<file path="src/rtl/parity_accum.sv">
// Frame parity accumulator: XORs FRAME_LEN words into one parity bit and checks it against an expected value.
// Latency: done one edge after the last accepted word; valid low simply stalls ACCUM with no timeout.
module parity_accum #(
  parameter int WIDTH     = 8,
  parameter int FRAME_LEN = 4
) (
  input  logic                           clk,
  input  logic                           reset,
  input  logic                           start,
  input  logic                           mode,
  input  logic                           exp_parity,
  input  logic                           valid,
  input  logic [WIDTH-1:0]               data,
  output logic                           ready,
  output logic                           busy,
  output logic                           done,
  output logic                           parity,
  output logic                           error,
  output logic [$clog2(FRAME_LEN+1)-1:0] word_count
);

  localparam int CW = $clog2(FRAME_LEN + 1);
  localparam logic [CW-1:0] LAST = CW'(FRAME_LEN - 1);

  typedef enum logic [1:0] {IDLE, ACCUM, DONE} state_t;

  state_t state;
  state_t state_nxt;
  logic   acc;
  logic   acc_nxt;
  logic   exp_q;
  logic   accept;
  logic   last_word;

  assign accept    = (state == ACCUM) && valid;
  assign last_word = accept && (word_count == LAST);
  assign acc_nxt   = acc ^ (^data);

  always_ff @(posedge clk) begin
    if (reset) state <= IDLE;
    else       state <= state_nxt;
  end

  always_comb begin
    state_nxt = state;
    case (state)
      IDLE:    if (start) state_nxt = ACCUM;
      ACCUM:   if (last_word) state_nxt = DONE;
      DONE:    state_nxt = IDLE;
      default: state_nxt = IDLE;
    endcase
  end

  // Seeding acc with mode folds the odd-parity inversion into the running XOR,
  // so acc itself is the only copy of the latched mode.
  always_ff @(posedge clk) begin
    if (reset) begin
      acc        <= 1'b0;
      exp_q      <= 1'b0;
      parity     <= 1'b0;
      error      <= 1'b0;
      word_count <= '0;
    end else begin
      if (state == IDLE && start) begin
        acc        <= mode;
        exp_q      <= exp_parity;
        word_count <= '0;
      end
      if (accept) begin
        acc        <= acc_nxt;
        word_count <= word_count + 1'b1;
      end
      if (last_word) begin
        parity <= acc_nxt;
        error  <= acc_nxt ^ exp_q;
      end
    end
  end

  assign ready = (state == ACCUM);
  assign busy  = (state == ACCUM) || (state == DONE);
  assign done  = (state == DONE);

endmodule
</file>
<file path="config.mk">
export PLATFORM = sky130hd
export DESIGN_NAME = parity_accum
export DESIGN_NICKNAME = d
export VERILOG_FILES = /design/src/rtl/parity_accum.sv
export SDC_FILE = /design/constraint.sdc
export NUM_CORES = 1
export LEC_CHECK = 0
export ABC_AREA = 1
export CORE_AREA = 2 2 39 41
export DETAILED_ROUTE_END_ITERATION = 7
export DIE_AREA = 0 0 41 43
export DONT_BUFFER_PORTS = 1
export GPL_ROUTABILITY_DRIVEN = 0
export SYNTH_ARGS = -nofsm -noshare
export SYNTH_HDL_FRONTEND = slang
export SYNTH_SLANG_ARGS = --single-unit
</file>
<file path="constraint.sdc">
create_clock -name clk -period 2.2 [get_ports clk]
set_input_delay 0.11 -clock clk [delete_from_list [all_inputs] [get_ports clk]]
set_output_delay 0.11 -clock clk [all_outputs]
set_load 0.1 [all_outputs]
</file>
== Word level (Yosys, flattened, before mapping) ==
Index checks and enable logic that the tools add are counted.
Widths: inputs -> output; s select.

* Flip-flop bits (word level): 9
* Bits in latches: 0
* Memory bits (writable): 0
* Memory bits (read-only): 0
* Output and inout port bits: 8
* Word-level logic and storage cells: 29
* Memories: 0

* $add $sub $neg: 1
* Multiply operators: 0
* Divide/modulo/power cells: 0
* Magnitude comparators: 0
* Equal/unequal tests: 5
* Shifts and indexed selects: 0
* Muxes and demuxes: 7
* Bitwise gates (word level): 2
* Reduce and logical (&&, ||, !) cells: 8

{| class="wikitable"
|+ Operator list
! operator !! number
|-
| $reduce_xor 8->1 || 1
|-
| $mux 3 || 2
|-
| $mux 2 || 2
|-
| $pmux 2 s2 || 1
|-
| $add 3x1->3 const B || 1
|-
| $eq 3x2->1 const B || 1
|-
| $logic_and 1x1->1 || 3
|-
| $eq 2x1->1 const B || 1
|-
| $eq 2x2->1 const B || 1
|-
| $logic_not 2->1 || 1
|-
| $mux 1 || 2
|-
| $ne 2x1->1 const B || 1
|-
| $ne 2x2->1 const B || 1
|-
| $reduce_and 2->1 || 1
|-
| $reduce_bool 2->1 || 1
|-
| $xor 1x1->1 || 2
|-
| $logic_or 1x1->1 || 1
|}

== Longest topological paths before layout ==
* Word-level depth: 5
* Gate-level depth with buffers: 13
* Mapped depth without buffers: 13

== Least setup slack after synthesis ==
OpenSTA, ideal clock, no wires.

* Path type: reg-to-reg
* Start: register state[1]
* End: register state[0]
* Setup time: 120 ps
* Data arrival time: 2,054 ps
* Required time: 2,080 ps
* Slack: 26 ps
* Cell stages (with the launch flop): 10
* Path buffers: 0
* Clock period less this slack: 2,174 ps
* Cells stage by stage: dfxtp_1 -> inv_1 -> ha_1 -> nand2_1 -> inv_2 -> nand2_1 -> a22oi_1 -> inv_1 -> o21ai_0 -> a21oi_1

* Word-level cells in the longest chain between the ends: 5
* Elaborated cells between the ends (all ways): 8
* Those cells by class: eq/ne (3); mux (1); reduce/logical (4)

{| class="wikitable"
|+ Ends and longest elaborated chain
! what !! line !! RTL
|-
| start, declared || 27 || <nowiki>state_t state;</nowiki>
|-
| start signal, assigned || 41 || <nowiki>else state <= state_nxt;</nowiki>
|-
| $eq 2x1->1 * || n/a ||
|-
| net ready || 14 || <nowiki>output logic ready,</nowiki>
|-
| $logic_and 1x1->1 || 35 || <nowiki>assign accept = (state == ACCUM) && valid;</nowiki>
|-
| $logic_and 1x1->1 || 36 || <nowiki>assign last_word = accept && (word_count == LAST);</nowiki>
|-
| $ne 2x1->1 (no source line) || n/a ||
|-
| $reduce_and 2->1 (no source line) || n/a ||
|}

The timed path passes the listed nets; every way through them passes the cells marked *.
A chain may end at the register's enable or synchronous reset.

== Worst setup path after layout ==
* Start: register state[1]
* End: register state[0]

* Word-level cells in the longest chain between the ends: 5
* Elaborated cells between the ends (all ways): 8
* Those cells by class: eq/ne (3); mux (1); reduce/logical (4)

{| class="wikitable"
|+ Ends and longest elaborated chain
! what !! line
|-
| $eq 2x1->1 || 35, 46
|-
| $logic_and 1x1->1 || 35
|-
| $logic_and 1x1->1 || 36
|-
| $ne 2x1->1 (no source line) || n/a
|-
| $reduce_and 2->1 (no source line) || n/a
|}

Parallel ways exist; a longest one is shown, timed or not.

==> impl_metrics.py <==
metrics = {
    "synthesis": {
        "synth_area_leader_cell": "dfxtp_1",
        "synth.top_cells.by_count": "nand2_1, inv_1, a21oi_1, dfxtp_1, ha_1",
        "synth_mux_area_share_pct": 0,
        "synthAdderAreaFrac_pct": 14.0,
        "synth-compound-area-share_pct": 13.6,
        "synth_area_per_cell_um2": 6.57,
        "synth_top_family_by_area": "simple AND/OR/NAND/NOR gates",
        "synth_seq_cells": 9,
        "synth.most_common_cell": "nand2_1",
        "seq_area_frac_synth_pct": 28.9,
        "synth_async_sr_flop_share_pct": 0,
        "synth_top_area_share_pct": 28.9,
        "ys_types": 16,
        "yosys_warnings": 0,
        "syn-num-nets": 116,
        "synth_cells": 95,
        "synth_edf_count": 0,
        "synthXorXnorAreaFrac_pct": 1.40,
        "yosys.area_share.simple_pct": 30.1,
        "synthFlopType": "dfxtp_1",
        "synthTopCellsByArea": "dfxtp_1, nand2_1, ha_1, inv_1, a21oi_1",
        "netlist_area_um2": 624,
    },
    "clock_network": {
        "cts_resized": 0,
        "cts_max_level": 1,
        "postCtsSetupRepairBufs": 0,
        "clk_latency_ps": 270,
        "cts_sinks": 9,
        "cts-root-buf": "clkbuf_4",
        "cts_tree": "built",
        "path_clk_slew_ps": 60,
        "holdBufCountCts": 1,
        "numCtsBuffers": 3,
        "cts.path.max_buffers": 2,
    },
    "power_and_ir_drop": {
        "p_per_area_mw_per_mm2": 1250,
        "power.leakage_nw": 0.417,
        "pwr-share-seq_pct": 23.6,
        "vdd_drop_max_mv": 1.10,
        "p_int_mw": 0.397,
        "finalPower_mw": 0.924,
        "combPwrFrac_pct": 61.8,
        "swShare_pct": 57.1,
        "net-switching-power_mw": 0.528,
        "clockPowerShare_pct": 14.6,
    },
    "floorplanning": {
        "design.core.area_mm2": 0.00138,
        "dieHeight_um": 43,
        "dieArea_mm2": 0.00176,
        "die_x_um": 41,
        "boundaryPins": 22,
        "initial_core_util_pct": 45.1,
        "std_cell_rows": 14,
    },
    "route": {
        "drtIter0Drc": 9,
        "dr.pass1.iters": 3,
        "vias_per_cell": 4.85,
        "wl_per_cell_um": 9.51,
        "vias": 602,
        "wl_um": 1180,
        "route.antenna.remaining_nets": 0,
        "drc": 0,
    },
    "worst_setup_path": {
        "path_depth": 9,
        "arrival_ps": 1650,
        "critPathMaxFanout": 5,
        "ff2ff_setup_slack_ps": 710,
        "critPathTopFamily": "compound AO/OA/AOI/OAI gates",
        "path_cells": "inv_1 -> ha_1 -> nand2_1 -> inv_2 -> nand2_1 -> a22oi_1 -> inv_1 -> o21ai_0 -> a21oi_1",
        "start_kind": "flop",
        "path_buf_inv": 3,
        "critPathSlowestCell": "dfxtp_1",
        "path_class": "flop to flop",
        "critPathCaptureType": "flop",
        "required_ps": 2360,
        "rr_worst_depth": 9,
        "cpPeakStageDelay_ps": 310,
    },
    "outcome": {
        "status": "finished clean",
    },
    "global_route": {
        "grt_pass1_wl_um": 2050,
        "grt_max_degree": 7,
        "first_global_vias": 548,
        "grt.total_usage_pct": 17.4,
        "antenna_found_initial": 0,
        "grt_overflow_total": 0,
    },
    "timing": {
        "rsz0062_at_grt": "false",
        "fmax_mhz": 671,
        "period_minus_slack_ps": 1490,
        "maxSlewHeadroom_pct": 80.6,
        "period_share_pct": 67.7,
        "worst_pin_slew_ps": 291,
        "finalHoldViolCount": 0,
        "tns_ps": 0,
        "setup_viol": 0,
        "clock_skew_ps": 0.977,
        "drv_slew": 0,
        "setup_ws_ps": 710,
    },
    "placement": {
        "dp_slack_ps": 706,
        "portBuffers": 0,
        "dp_hpwl_um": 973,
        "dpl_cell_area_um2": 704,
    },
    "finish": {
        "final_util_pct": 53.5,
        "diodes": 0,
        "area_growth_pct": 18.6,
        "nets": 130,
        "final_area_um2": 741,
        "drive_above_1_share_pct": 20.4,
    },
    "hold_path": {
        "hold_path_class": "input pin to flop",
        "hold_depth": 2,
    },
    "flow_run": {
        "maxCapViolCount": 0,
    },
}
[area by class of cell]
type / instances / area, µm²
fillers: 149 / 643
multi-input cells: 66 / 369
flip-flops and latches: 9 / 180
inverters: 20 / 75.1
repair buffers: 9 / 70.1
clock buffers: 4 / 26.3
well taps: 16 / 20.0
[state kept, by name, indices dropped and copies added, names as in the netlist]
register / cells
word_count: 3
error: 1
parity: 1
state: 2
acc: 1
exp_q: 1
[cell families (layout without fill, tap and decap cells)]
group           after synthesis  after routing
xor+xnor                      1              1
compound gates               16             16
fa+ha+maj                     7              7
flops                         9              9
simple gates                 42             42
buf+inv                      20             33
[metrics by stage]
| step | cells | hold slack, ps |
|---|---|---|
| CTS | 124 | 36.8 |
| global placement | 119 | 180 |
| floorplan | 95 | 179 |
| global route | 124 | 79.5 |
| finish | 124 | 32.3 |
| detailed placement | 119 | 181 |
[placed cells by master (no fill, tap or decap)]
| cell type | instances |
|---|---|
| inv_2 | 3 |
| a21oi_1 | 9 |
| nand2_2 | 6 |
| nor2_1 | 1 |
| nand2_1 | 28 |
| buf_4 | 8 |
| ha_1 | 7 |
| o21a_1 | 1 |
| clkbuf_4 | 3 |
| o21ai_0 | 4 |
| xor2_1 | 1 |
| inv_1 | 17 |
| nand3_1 | 5 |
| a22oi_1 | 1 |
| or2_2 | 1 |
| dlygate4sd3_1 | 1 |
| o21ai_1 | 1 |
| dfxtp_1 | 9 |
| nand3_2 | 1 |
| clkbuf_1 | 1 |
[power by group through the flow]
stage	clock (mW)	combinational (mW)	sequential, mW
finish	0.135	0.571	0.218
global route	0.140	0.620	0.220
CTS	0.136	0.575	0.218
detailed placement	0	0.572	0.221
global placement	0	0.565	0.220
floorplan	0	0.457	0.257
[final timing paths]
path,start,to
max,state[1],state[0]
min,exp_parity,exp_q
max reg2reg,state[1],state[0]
min reg2reg,exp_q,exp_q
[metal layers]
metal	track usage, %	vias to the layer above	routed length (µm)
met2	27.2	16	531
met5	0	-	0
met3	5.24	5	84
met1	18.8	263	528
met4	12.0	0	34
li1	-	318	-
No activity file was read; power rests on OpenSTA's default activity.
